**config.mk**
```make
export PLATFORM = sky130hd
export DESIGN_NAME = multicycle_control
export DESIGN_NICKNAME = d
export VERILOG_FILES = /design/src/rtl/multicycle_control.sv
export SDC_FILE = /design/constraint.sdc
export NUM_CORES = 1
export LEC_CHECK = 0
export BUFFER_PORTS_ARGS = -buffer_cell sky130_fd_sc_hd__buf_2
export CAP_MARGIN = 15
export CORE_UTILIZATION = 30
export CTS_BUF_LIST = sky130_fd_sc_hd__clkbuf_2 sky130_fd_sc_hd__clkbuf_4 sky130_fd_sc_hd__clkbuf_8
export CTS_CLUSTER_DIAMETER = 30
export CTS_CLUSTER_SIZE = 40
export DETAILED_ROUTE_END_ITERATION = 7
export PLACE_DENSITY = 0.6
export SETUP_SLACK_MARGIN = 0.5
export SLEW_MARGIN = 10
export SYNTH_ARGS = -nofsm -noshare
export SYNTH_HDL_FRONTEND = slang
export SYNTH_SLANG_ARGS = --single-unit
```
**constraint.sdc**
```tcl
create_clock -name clk -period 4.8 [get_ports clk]
set_input_delay 0.96 -clock clk [delete_from_list [all_inputs] [get_ports clk]]
set_output_delay 0.96 -clock clk [all_outputs]
set_load 0.1 [all_outputs]
```
**src/rtl/multicycle_control.sv**
```systemverilog
// Main control FSM for the multicycle MIPS datapath: sequences fetch, decode, execute,
// memory and writeback, flags unsupported instructions and counts retired ones.
module multicycle_control (
    input  logic        clk,
    input  logic        reset,
    input  logic [5:0]  opcode,
    input  logic [5:0]  funct,
    input  logic        alu_zero,
    output logic [3:0]  alu_control,
    output logic        alu_src_a,
    output logic [1:0]  alu_src_b,
    output logic        zero_ext,
    output logic [1:0]  pc_source,
    output logic        pc_en,
    output logic        iord,
    output logic        mem_read,
    output logic        mem_write,
    output logic        ir_write,
    output logic        reg_write,
    output logic        reg_dst,
    output logic        mem_to_reg,
    output logic [3:0]  state,
    output logic        illegal,
    output logic [31:0] instr_count
);

    typedef enum logic [3:0] {
        StFetch  = 4'd0,
        StDecode = 4'd1,
        StMemAdr = 4'd2,
        StMemRd  = 4'd3,
        StMemWb  = 4'd4,
        StMemWr  = 4'd5,
        StRtExec = 4'd6,
        StRtWb   = 4'd7,
        StBranch = 4'd8,
        StJump   = 4'd9,
        StIExec  = 4'd10,
        StIWb    = 4'd11
    } state_e;

    localparam logic [5:0] OpRtype = 6'h00;
    localparam logic [5:0] OpJ     = 6'h02;
    localparam logic [5:0] OpBeq   = 6'h04;
    localparam logic [5:0] OpBne   = 6'h05;
    localparam logic [5:0] OpAddi  = 6'h08;
    localparam logic [5:0] OpAndi  = 6'h0C;
    localparam logic [5:0] OpOri   = 6'h0D;
    localparam logic [5:0] OpLw    = 6'h23;
    localparam logic [5:0] OpSw    = 6'h2B;

    localparam logic [5:0] FnAdd = 6'h20;
    localparam logic [5:0] FnSub = 6'h22;
    localparam logic [5:0] FnAnd = 6'h24;
    localparam logic [5:0] FnOr  = 6'h25;
    localparam logic [5:0] FnNor = 6'h27;
    localparam logic [5:0] FnSlt = 6'h2A;

    localparam logic [3:0] AluAnd = 4'b0000;
    localparam logic [3:0] AluOr  = 4'b0001;
    localparam logic [3:0] AluAdd = 4'b0010;
    localparam logic [3:0] AluSub = 4'b0110;
    localparam logic [3:0] AluSlt = 4'b0111;
    localparam logic [3:0] AluNor = 4'b1100;

    state_e     state_q, state_d;
    logic [5:0] op_q, funct_q;
    logic       dec_illegal;
    logic       retire;

    // Decode uses the live opcode/funct; later states use the copies latched in DECODE.
    always_comb begin
        state_d     = StFetch;
        dec_illegal = 1'b0;
        unique case (state_q)
            StFetch:  state_d = StDecode;
            StDecode: begin
                unique case (opcode)
                    OpRtype: begin
                        unique case (funct)
                            FnAdd, FnSub, FnAnd, FnOr, FnNor, FnSlt: state_d = StRtExec;
                            default:                                 dec_illegal = 1'b1;
                        endcase
                    end
                    OpLw, OpSw:            state_d = StMemAdr;
                    OpBeq, OpBne:          state_d = StBranch;
                    OpJ:                   state_d = StJump;
                    OpAddi, OpAndi, OpOri: state_d = StIExec;
                    default:               dec_illegal = 1'b1;
                endcase
            end
            StMemAdr: state_d = (op_q == OpSw) ? StMemWr : StMemRd;
            StMemRd:  state_d = StMemWb;
            StRtExec: state_d = StRtWb;
            StIExec:  state_d = StIWb;
            default:  state_d = StFetch;
        endcase
    end

    always_comb begin
        unique case (state_q)
            StMemWb, StMemWr, StRtWb, StBranch, StJump, StIWb: retire = 1'b1;
            default:                                           retire = 1'b0;
        endcase
    end

    always_ff @(posedge clk) begin
        if (reset) begin
            state_q     <= StFetch;
            op_q        <= '0;
            funct_q     <= '0;
            illegal     <= 1'b0;
            instr_count <= '0;
        end else begin
            state_q <= state_d;
            if (state_q == StDecode) begin
                op_q    <= opcode;
                funct_q <= funct;
            end
            if (dec_illegal) illegal <= 1'b1;
            if (retire) instr_count <= instr_count + 32'd1;
        end
    end

    always_comb begin
        alu_control = AluAdd;
        alu_src_a   = 1'b0;
        alu_src_b   = 2'b00;
        zero_ext    = 1'b0;
        pc_source   = 2'b00;
        pc_en       = 1'b0;
        iord        = 1'b0;
        mem_read    = 1'b0;
        mem_write   = 1'b0;
        ir_write    = 1'b0;
        reg_write   = 1'b0;
        reg_dst     = 1'b0;
        mem_to_reg  = 1'b0;
        unique case (state_q)
            StFetch: begin
                mem_read  = 1'b1;
                ir_write  = 1'b1;
                alu_src_b = 2'b01;
                pc_en     = 1'b1;
            end
            StDecode: alu_src_b = 2'b11;
            StMemAdr: begin
                alu_src_a = 1'b1;
                alu_src_b = 2'b10;
            end
            StMemRd: begin
                mem_read = 1'b1;
                iord     = 1'b1;
            end
            StMemWb: begin
                reg_write  = 1'b1;
                mem_to_reg = 1'b1;
            end
            StMemWr: begin
                mem_write = 1'b1;
                iord      = 1'b1;
            end
            StRtExec: begin
                alu_src_a = 1'b1;
                unique case (funct_q)
                    FnSub:   alu_control = AluSub;
                    FnAnd:   alu_control = AluAnd;
                    FnOr:    alu_control = AluOr;
                    FnNor:   alu_control = AluNor;
                    FnSlt:   alu_control = AluSlt;
                    default: alu_control = AluAdd;
                endcase
            end
            StRtWb: begin
                reg_write = 1'b1;
                reg_dst   = 1'b1;
            end
            StBranch: begin
                alu_src_a   = 1'b1;
                alu_control = AluSub;
                pc_source   = 2'b01;
                pc_en       = (op_q == OpBne) ? ~alu_zero : alu_zero;
            end
            StJump: begin
                pc_source = 2'b10;
                pc_en     = 1'b1;
            end
            StIExec: begin
                alu_src_a = 1'b1;
                alu_src_b = 2'b10;
                zero_ext  = (op_q == OpAndi) || (op_q == OpOri);
                unique case (op_q)
                    OpAndi:  alu_control = AluAnd;
                    OpOri:   alu_control = AluOr;
                    default: alu_control = AluAdd;
                endcase
            end
            StIWb: begin
                reg_write = 1'b1;
                zero_ext  = (op_q == OpAndi) || (op_q == OpOri);
            end
            default: ;
        endcase
        // Reset abandons the current instruction: no side-effecting strobe may fire.
        if (reset) begin
            pc_en     = 1'b0;
            ir_write  = 1'b0;
            mem_read  = 1'b0;
            mem_write = 1'b0;
            reg_write = 1'b0;
        end
    end

    assign state = state_q;

endmodule

```
==> results_dict.tcl, run 1 <==
set metrics [dict create \
    h-tree-depth 2 \
    syn_nets 368 \
    postPlaceCellArea_sq_um 3257 \
    ys_top_cells_by_count "dfxtp_1, nand2_1, nor2_1, a21oi_1, nor2b_1" \
    synthCells 352 \
    core_area_sq_um 8891 \
    drcViolationCount 0 \
    p_comb_frac 0.134 \
    p_total_mw 0.8493 \
    synth_seq_cells 49 \
    via_count 2753 \
    wirelength_met1_um 3525 \
    hold_violations 0 \
    hold_class "register to register" \
    powerDensity_nw_per_um2 251.7 \
    synth_compound_area_frac 0.1284 \
    synth_area_leader_cell "dfxtp_1" \
    grt_use_total 0.1522 \
    wire_per_inst_um 14.19 \
    rrSetupSlack_ns 2.25 \
    drive_gt1_frac 0.2652 \
    finalSetupTns_ns 0 \
    num-nets-final 426 \
    cts_tree "yes" \
    dr.pass1.iters 4 \
    min_period_ns 3.356 \
    min_to "funct_q[5]$_SDFFE_PP0P_" \
    grt_pass1_wl_um 12040 \
    worst_pin_slew_ns 0.8333 \
    final_cell_area_sq_um 3374 \
    drtIter0Drc 98 \
    p_seq_frac 0.502 \
    min_from "funct_q[5]$_SDFFE_PP0P_" \
    gp_congestion 0.8280 \
    wl_met2_um 3449 \
    ios 70 \
    p_switching_mw 0.2432 \
    cts_setup_buffers 0 \
    fin_skew_ns 0.01387 \
    async_flop_share 0 \
    worstReg2RegEnd "instr_count[26]$_SDFFE_PP0P_" \
    cp-start-kind "register" \
    grt_max_degree 58 \
    cts_max_path_buffers 2 \
    grt_pass1_vias 2563 \
    synth-adder-area-share 0.008025 \
    ant_nets 0 \
    numPortBuffers 69 \
    intPower_mw 0.6061 \
    end_kind "primary output" \
    ff2ff_path_depth 4 \
    synth_top_area_frac 0.3495 \
    clk_pin_slew_worst_paths_ns 0.10 \
    p_sw_frac 0.2863 \
    rsz0062_at_grt "false" \
    synth_xor_area_frac 0.03790 \
    synthFlopType "dfxtp_1" \
    dr_wl_met3_um 303 \
    hpwl_um 5404 \
    die_area_sq_um 9746 \
    yosys-top-cells-area "dfxtp_1, nand2_1, mux2_2, a21oi_1, nor2_1" \
    hold_buffers 0 \
    vdd_ir_drop_max_uv 119.0 \
    worstSkewPairLatency_ns 0.31 \
    die_w_um 98.72 \
    routed_wl_um 7377 \
    holdPathStages 2 \
    start_util 0.3156 \
    max_cap_viol_count 0 \
    finalSetupViolCount 0 \
    rr_startpoint "state[0]$_SDFF_PP0_" \
    critical_path_class "register to primary output" \
    synth_area_per_cell_sq_um 7.973 \
    finalCritPeriodShare 0.6992 \
    grt_antenna_before_repair 0 \
    yosysMostFrequentCell "dfxtp_1" \
    synthSimpleGateAreaFrac 0.3741 \
    cp_max_fo 16 \
    clock-root-buffer "clkbuf_8" \
    avgViaCountPerCell 5.294 \
    yosysUniqueCellTypes 49 \
    ys_seq_area_frac 0.3495 \
    synth_warnings 0 \
    final_max_slew_viol_count 0 \
    nFillCells 900 \
    clkSinkCount 49 \
    cts_made_buffers 5 \
    worstPathRequired_ns 3.84 \
    highest_layer "met4" \
    synth_top_family_by_area "simple AND/OR/NAND/NOR gates" \
    die_y_um 98.72 \
    num_rows 34 \
    ctsResizeCount 0 \
    overflow 0 \
    slew_headroom 0.4424 \
    syn_area_sq_um 2806 \
    p_clk_frac 0.364 \
    status "complete, no violations" \
    synth_edf_count 0 \
    leakage_nw 1.330 \
    arrival_ns 2.40 \
    syn_to_final_growth_pct 20.24 \
    synth_mux_area_frac 0.05974 \
    fmax_mhz 298.0 \
]
metal layers:
metal,global-route usage,up-vias
li1,-,1389
met1,0.1935,1280
met2,0.2589,73
met3,0.03050,11
met4,0.04822,0
met5,0,-
power groups by stage:
stage / Clock [mW] / Sequential, mW / Combinational (mW)
floorplan: 0 / 0.446 / 0.0762
global placement: 0 / 0.435 / 0.112
detailed placement: 0 / 0.436 / 0.114
CTS: 0.316 / 0.426 / 0.114
global route: 0.332 / 0.428 / 0.122
finish: 0.309 / 0.426 / 0.114
area by class of cell:
class | instances | area, sq um | area share
Inverter | 10 | 37.54 | 0.01112
Tap cell | 108 | 135.1 | 0.04004
Clock inverter | 2 | 38.79 | 0.01149
Clock buffer | 6 | 76.32 | 0.02262
Multi-Input combinational cell | 274 | 1750 | 0.5187
Timing Repair Buffer | 70 | 352.8 | 0.1046
Sequential cell | 49 | 980.9 | 0.2907
Antenna cell | 1 | 2.502 | 0.0007416
logic make-up after synthesis:
family / after synthesis
AOI/OAI and AO/OA: 59
adders and majority gates: 2
muxes: 15
xor gates and xnor gates: 10
buffers and inverters: 29
and+or+nand+nor: 188
DFF: 49
how the worst max path moves through the flow:
stage / cells after the start / endpoint / start / slack (ns)
final: 4 / alu_control[0] / state[2]$_SDFF_PP0_ / 1.44
after global routing: 4 / alu_control[0] / state[2]$_SDFF_PP0_ / 1.30
after CTS: 4 / alu_control[0] / state[2]$_SDFF_PP0_ / 1.49
after detailed placement: 4 / pc_en / reset / 1.71
after global placement: 4 / pc_en / reset / 1.72
after floorplan: 4 / reg_write / state[2]$_SDFF_PP0_ / -0.14
worst max-delay path: stages, from the launching register on:
cell	delay (ns)
dfxtp_1	0.73
nor4bb_1	0.54
o21ai_0	0.21
a21oi_2	0.16
buf_2	0.45
metrics by stage:
step                instances    util  worst slack, ns  hold WS, ns
finish                    520  0.3795            1.444       0.4666
global route              519  0.3793            1.297       0.5111
CTS                       519  0.3793            1.489       0.4698
detailed placement        511  0.3663            1.706       0.4553
global placement          511  0.3663            1.718       0.4531
floorplan                 352       -          -0.1368       0.4312
layout by cell type, fill, tap and decap left out, types with 2 or more instances in the layout:
cell type / n
nor4_1: 6
nand4_1: 11
buf_2: 69
a21oi_1: 29
nor3_1: 6
nor4bb_1: 3
dfxtp_1: 49
nor4_2: 5
nand3_1: 11
o22ai_1: 2
nand2b_1: 6
nand2_1: 43
nand4b_1: 2
nor2b_1: 17
nor3b_1: 2
o21ai_0: 8
nor3_2: 2
nor2_1: 32
nand3b_1: 2
or2_2: 3
or4_1: 8
xnor2_1: 2
xor2_1: 7
and3_1: 7
inv_1: 10
and2_1: 6
or3_1: 6
clkbuf_8: 5
o31ai_1: 7
mux2_2: 14
and4_1: 5
a2111o_1: 2
state kept, by name, summed over array words and instances, names as in the netlist:
name	count
instr_count	32
op_q	6
funct_q	6
state	4
illegal	1
Note: power is estimated with default switching activity, not from simulation.
==> inputs of run 2 (changes only) <==
- clock period: 4.8 -> 3.5 ns (I/O delays scaled with it)
==> run 2 against run 1 <==
Net effect:
- cell count unchanged
- first-iteration DRC count increased by 28%
- register-to-register slack worse by 1.3 ns
- via count decreased by 0.76%
- global-route usage is 0.68 points higher
- sequential share of layout area down 0.38 points
- count of clock-buffer cells in the layout stayed put
- clock skew shrank 0.0075 ns
- critical path depth stayed put
- worst hold slack gained 0.0014 ns
- largest cell class unchanged
- largest power group unchanged
==> results_dict.tcl, run 2 (synthesis gave the netlist of run 1 again) <==
set metrics [dict create \
    status "complete, no violations" \
    p_total_mw 1.095 \
    wire_per_inst_um 14.54 \
    drcViolationCount 0 \
    crit_chain "nor4bb_2 -> o21ai_0 -> a21oi_4 -> buf_2" \
    hpwl_um 5572 \
    die_w_um 98.72 \
    min_period_ns 2.843 \
    max_cap_viol_count 0 \
    end_kind "primary output" \
    worstSkewPairLatency_ns 0.30 \
    p_seq_frac 0.533 \
    avgViaCountPerCell 5.254 \
    cts_made_buffers 5 \
    powerDensity_nw_per_um2 317.0 \
    die_area_sq_um 9746 \
    grt_antenna_before_repair 0 \
    drive_gt1_frac 0.3034 \
    rsz0062_at_grt "false" \
    nFillCells 935 \
    ios 70 \
    final_common_cell "buf_2" \
    slowest_delay_ns 0.49 \
    postPlaceCellArea_sq_um 3356 \
    slew_headroom 0.4144 \
    leakage_nw 1.321 \
    final_max_slew_viol_count 0 \
    final_cell_area_sq_um 3455 \
    vdd_ir_drop_max_uv 137.9 \
    n_antenna_cell 0 \
    h-tree-depth 2 \
    arrival_ns 2.14 \
    grt_use_total 0.1589 \
    intPower_mw 0.7599 \
    num_rows 34 \
    p_switching_mw 0.3352 \
    grt_pass1_wl_um 12550 \
    clk_pin_slew_worst_paths_ns 0.09 \
    biggestRegsByFlops "instr_count (32), funct_q (6), op_q (6)" \
    ant_nets 0 \
    finalSetupViolCount 0 \
    cp_slowest_cell "nor4bb_2" \
    hold_violations 0 \
    cts_max_path_buffers 2 \
    top_register "instr_count" \
    finalCritPeriodShare 0.8123 \
    gp_congestion 0.7959 \
    drtIter0Drc 125 \
    p_comb_frac 0.148 \
    via_count 2732 \
    dr.pass1.iters 4 \
    numPortBuffers 69 \
    start_util 0.3156 \
    cts_setup_buffers 0 \
    hold_class "register to register" \
    fmax_mhz 351.8 \
    cp-start-kind "register" \
    critical_path_class "register to primary output" \
    overflow 0 \
    grt_pass1_vias 2439 \
    clock-root-buffer "clkbuf_8" \
    p_clk_frac 0.318 \
    fin_skew_ns 0.006327 \
    grt_max_degree 38 \
    stdcell_count 520 \
    largest_reg_flops 32 \
    cts_tree "yes" \
    core_area_sq_um 8891 \
    final_cell_mix "buf_2, dfxtp_1, nand2_1" \
    place_inst 512 \
    routed_wl_um 7561 \
    cpLargestDelayFamily "simple AND/OR/NAND/NOR gates" \
    worstPathRequired_ns 2.80 \
    syn_to_final_growth_pct 23.09 \
    crit_buf_inv 1 \
    num-nets-final 427 \
    die_y_um 98.72 \
    clkSinkCount 49 \
    worst_pin_slew_ns 0.8752 \
    cp_max_fo 16 \
    p_sw_frac 0.3060 \
]
==> run 2: worst min-delay path: stages, from the launching register on <==
cell	delay [ns]
dfxtp_1	0.32
nand2_1	0.05
a21oi_1	0.05
==> run 2: worst paths after layout <==
| kind | start | end | slack (ns) | cells past startpoint |
|---|---|---|---|---|
| min | funct_q[5]$_SDFFE_PP0P_ | funct_q[5]$_SDFFE_PP0P_ | 0.47 | 2 |
| min reg2reg | funct_q[5]$_SDFFE_PP0P_ | funct_q[5]$_SDFFE_PP0P_ | 0.47 | 2 |
| max reg2reg | state[0]$_SDFF_PP0_ | instr_count[26]$_SDFFE_PP0P_ | 0.91 | 4 |
| max | state[2]$_SDFF_PP0_ | alu_control[0] | 0.66 | 4 |
==> run 2: routing by layer <==
| layer | share of wire | vias to the layer above | global-route usage | wire, um |
|---|---|---|---|---|
| met1 | 0.50 | 1284 | 0.2264 | 3746 |
| met4 | 0.0093 | 0 | 0.03904 | 70 |
| met2 | 0.46 | 45 | 0.2476 | 3455 |
| li1 | - | 1396 | - | - |
| met3 | 0.038 | 7 | 0.02979 | 289 |
| met5 | 0 | - | 0 | 0 |
==> run 2: cell type report <==
class,instances,area (sq um),share of cell area
Timing Repair Buffer,71,360.3,0.1043
Tap cell,108,135.1,0.03912
Multi-Input combinational cell,274,1841,0.5328
Inverter,10,37.54,0.01087
Sequential cell,49,991.0,0.2869
Clock inverter,2,13.76,0.003984
Clock buffer,6,76.32,0.02209
==> run 2: power groups by stage <==
| stage | sequential, mW | clock (mW) | combinational (mW) |
|---|---|---|---|
| after floorplan | 0.611 | 0 | 0.111 |
| after CTS | 0.584 | 0.365 | 0.163 |
| final | 0.584 | 0.349 | 0.162 |
| after global placement | 0.596 | 0 | 0.162 |
| after detailed placement | 0.597 | 0 | 0.163 |
| after global routing | 0.587 | 0.385 | 0.175 |
==> run 2: timing repair <==
item                                    CTS  global route
endpoints found under the setup margin    2             0
hold buffers                              0             0
resized for setup                         2             0
==> run 2: stage by stage <==
stage	setup TNS (ns)	hold slack (ns)	util	setup WS [ns]
final	0	0.4680	0.3885	0.6571
after global routing	0	0.5048	0.3885	0.5064
after CTS	0	0.4717	0.3885	0.6282
after detailed placement	0	0.4527	0.3774	0.7720
after global placement	0	0.4443	0.3774	0.8102
after floorplan	-0.04855	0.4312	-	-0.04855
==> inputs of run 3 (changes only) <==
- ABC_AREA: default -> 1
- clock period: 3.5 -> 2.7 ns (I/O delays scaled with it)
==> run 3 against run 2 <==
Net effect:
- power rose by 36%
- design area grew 7.7%
- worst hold slack improved by 0.0099 ns
- critical endpoint is now pc_en
- global-route usage grew 0.63 points
- sequential cell count unchanged
- core utilization up 1.2 points
- sequential share of layout area down 1.9 points
- cell count grew 26%
==> results_dict.tcl, run 3 <==
set metrics [dict create \
    p_comb_frac 0.176 \
    synthCells 453 \
    biggestRegsByFlops "instr_count (32), funct_q (6), op_q (6)" \
    die_area_sq_um 10070 \
    ant_nets 0 \
    fmax_mhz 464.8 \
    drcViolationCount 0 \
    h-tree-depth 2 \
    overflow 0 \
    rsz0062_at_grt "true" \
    grt_use_total 0.1653 \
    synth_area_per_cell_sq_um 6.405 \
    max_cap_viol_count 0 \
    clk_pin_slew_worst_paths_ns 0.09 \
    final_common_cell "nand2_1" \
    via_count 3079 \
    yosysMostFrequentCell "nand2_1" \
    syn_nets 469 \
    gp_congestion 0.8528 \
    yosysUniqueCellTypes 30 \
    ys_seq_area_frac 0.3381 \
    n_antenna_cell 0 \
    finalSetupViolCount 0 \
    synth_warnings 0 \
    fin_skew_ns 0.01298 \
    num-nets-final 542 \
    hold_class "register to register" \
    holdPathStages 2 \
    grt_antenna_before_repair 0 \
    cts_max_path_buffers 2 \
    dr.pass1.iters 5 \
    syn_area_sq_um 2902 \
    synth_edf_count 0 \
    worstReg2RegEnd "instr_count[30]$_SDFFE_PP0P_" \
    ios 70 \
    synth_area_leader_cell "dfxtp_1" \
    p_seq_frac 0.512 \
    intPower_mw 1.020 \
    numPortBuffers 69 \
    final_max_slew_viol_count 0 \
    crit_chain "nor2_2 -> inv_2 -> nor2_4 -> inv_2 -> a21oi_2 -> o21ai_2 -> a21oi_4 -> buf_12" \
    wire_per_inst_um 12.16 \
    largest_reg_flops 32 \
    synth_top_area_frac 0.3381 \
    top_register "instr_count" \
    clkSinkCount 49 \
    crit_cells 8 \
    avgViaCountPerCell 4.694 \
    yosys-top-cells-area "dfxtp_1, nand2_1, nor2_1, inv_1, a21oi_1" \
    leakage_nw 1.762 \
    pre_cts_slack_ns 0.5676 \
    crit_buf_inv 3 \
    fin_util 0.4008 \
    routed_wl_um 7977 \
    worstPathRequired_ns 2.16 \
    die_y_um 100.3 \
    core_area_sq_um 9284 \
    rrSetupSlack_ns 1.06 \
    status "complete, no violations" \
    finalCritPeriodShare 0.7969 \
    cpLargestDelayFamily "flip-flops" \
    cp_slowest_cell "dfxtp_4" \
    grt_max_degree 36 \
    grt_pass1_wl_um 13480 \
    worst_pin_slew_ns 0.4986 \
    rr_startpoint "instr_count[0]$_SDFFE_PP0P_" \
    ys_top_cells_by_count "nand2_1, nor2_1, inv_1, dfxtp_1, a21oi_1" \
    crit_path_frequent_cell "inv_2" \
    ff2ff_path_depth 8 \
    cts_tree "yes" \
    p_switching_mw 0.4707 \
    slowest_delay_ns 0.38 \
    end_kind "primary output" \
    synth_seq_cells 49 \
    arrival_ns 1.61 \
    slew_headroom 0.6699 \
    critical_path_class "register to primary output" \
    start_util 0.3125 \
    cp_max_fo 7 \
    die_w_um 100.3 \
    synthFlopType "dfxtp_1" \
    clock-root-buffer "clkbuf_8" \
    finalSetupTns_ns 0 \
    hpwl_um 6190 \
    async_flop_share 0 \
    cts_made_buffers 5 \
    drtIter0Drc 133 \
    vdd_ir_drop_max_uv 230.7 \
    hold_violations 0 \
    powerDensity_nw_per_um2 400.5 \
    min_to "illegal$_SDFFE_PP0P_" \
    worstSkewPairLatency_ns 0.30 \
    p_sw_frac 0.3159 \
    final_cell_mix "nand2_1, nor2_1, inv_1" \
    p_clk_frac 0.312 \
    min_period_ns 2.152 \
    cp-start-kind "register" \
    num_rows 35 \
    grt_pass1_vias 2839 \
    drive_gt1_frac 0.2827 \
    min_from "illegal$_SDFFE_PP0P_" \
    syn_to_final_growth_pct 28.24 \
    timing.final.ws_setup_ns 0.5483 \
]
[run 3: cell count changes in the layout (fill, tap and decap cells not counted), moves of 14 or more]
cell,change
inv_1,+50
mux2_2,-14
nand2_1,+38
nand3_1,+18
nand4_1,+14
nor2_1,+39
nor2_4,+15
nor2b_1,-16
o21ai_0,+17
[run 3: logic make-up after synthesis]
family          count (synthesis)  synth area share
simple gates                  255            0.4273
xor+xnor                        1          0.003019
flops                          49            0.3381
compound gates                 69            0.1242
fa+ha+maj                       1          0.004312
buf+inv                        78            0.1031
[run 3: metrics by stage]
stage | power, mW | instance area, sq um | instances | hold slack, ns
after global placement | 1.019 | 3506 | 647 | 0.4453
final | 1.490 | 3721 | 656 | 0.4779
after floorplan | 0.9660 | 3008 | 453 | 0.4303
after detailed placement | 1.023 | 3506 | 647 | 0.4520
after global routing | 1.565 | 3721 | 656 | 0.5035
after CTS | 1.496 | 3651 | 656 | 0.4812
[run 3: how the worst max path moves through the flow]
| stage | slack [ns] | startpoint | endpoint |
|---|---|---|---|
| global placement | 0.61 | state[0]$_SDFF_PP0_ | pc_en |
| detailed placement | 0.57 | state[0]$_SDFF_PP0_ | pc_en |
| floorplan | -0.16 | state[1]$_SDFF_PP0_ | alu_control[1] |
| global route | 0.44 | state[0]$_SDFF_PP0_ | pc_en |
| finish | 0.55 | state[0]$_SDFF_PP0_ | pc_en |
| CTS | 0.41 | state[0]$_SDFF_PP0_ | pc_en |
[run 3: cell type report]
| type | instances | area (sq um) |
|---|---|---|
| inverter | 71 | 267.8 |
| timing repair buffer | 73 | 457.9 |
| fill | 1007 | 5563 |
| multi-input combinational | 326 | 1740 |
| clock inverter | 2 | 13.76 |
| clock buffer | 6 | 82.58 |
| tap | 129 | 161.4 |
| sequential | 49 | 997.2 |
[run 3: power by group through the flow]
stage,sequential [mW],clock [mW],combinational (mW)
global placement,0.776,0,0.243
detailed placement,0.777,0,0.246
finish,0.763,0.465,0.263
CTS,0.761,0.483,0.252
global route,0.766,0.515,0.283
floorplan,0.804,0,0.161
[run 3: layer usage]
layer | vias up | GRT usage | part of all wire
met1 | 1409 | 0.2354 | 0.52
met4 | 0 | 0.04459 | 0.012
met2 | 49 | 0.2597 | 0.44
met3 | 7 | 0.02368 | 0.031
li1 | 1614 | - | -
met5 | - | 0 | 0
[run 3: what timing repair did]
| item | 4_1_cts | 5_1_grt |
|---|---|---|
| resized for setup | 14 | 24 |
| buffers inserted | 1 | 0 |
| pin swaps | 1 | 2 |
| setup endpoints to repair | 8 | 13 |
| hold buffers | 0 | 0 |
| endpoints found under the hold margin | 0 | 0 |
[run 3: tightest hold or removal path, stage by stage, from the launching register on]
cell and delay (ns):
dfxtp_1 0.34, nor2_1 0.05, nor2_1 0.07
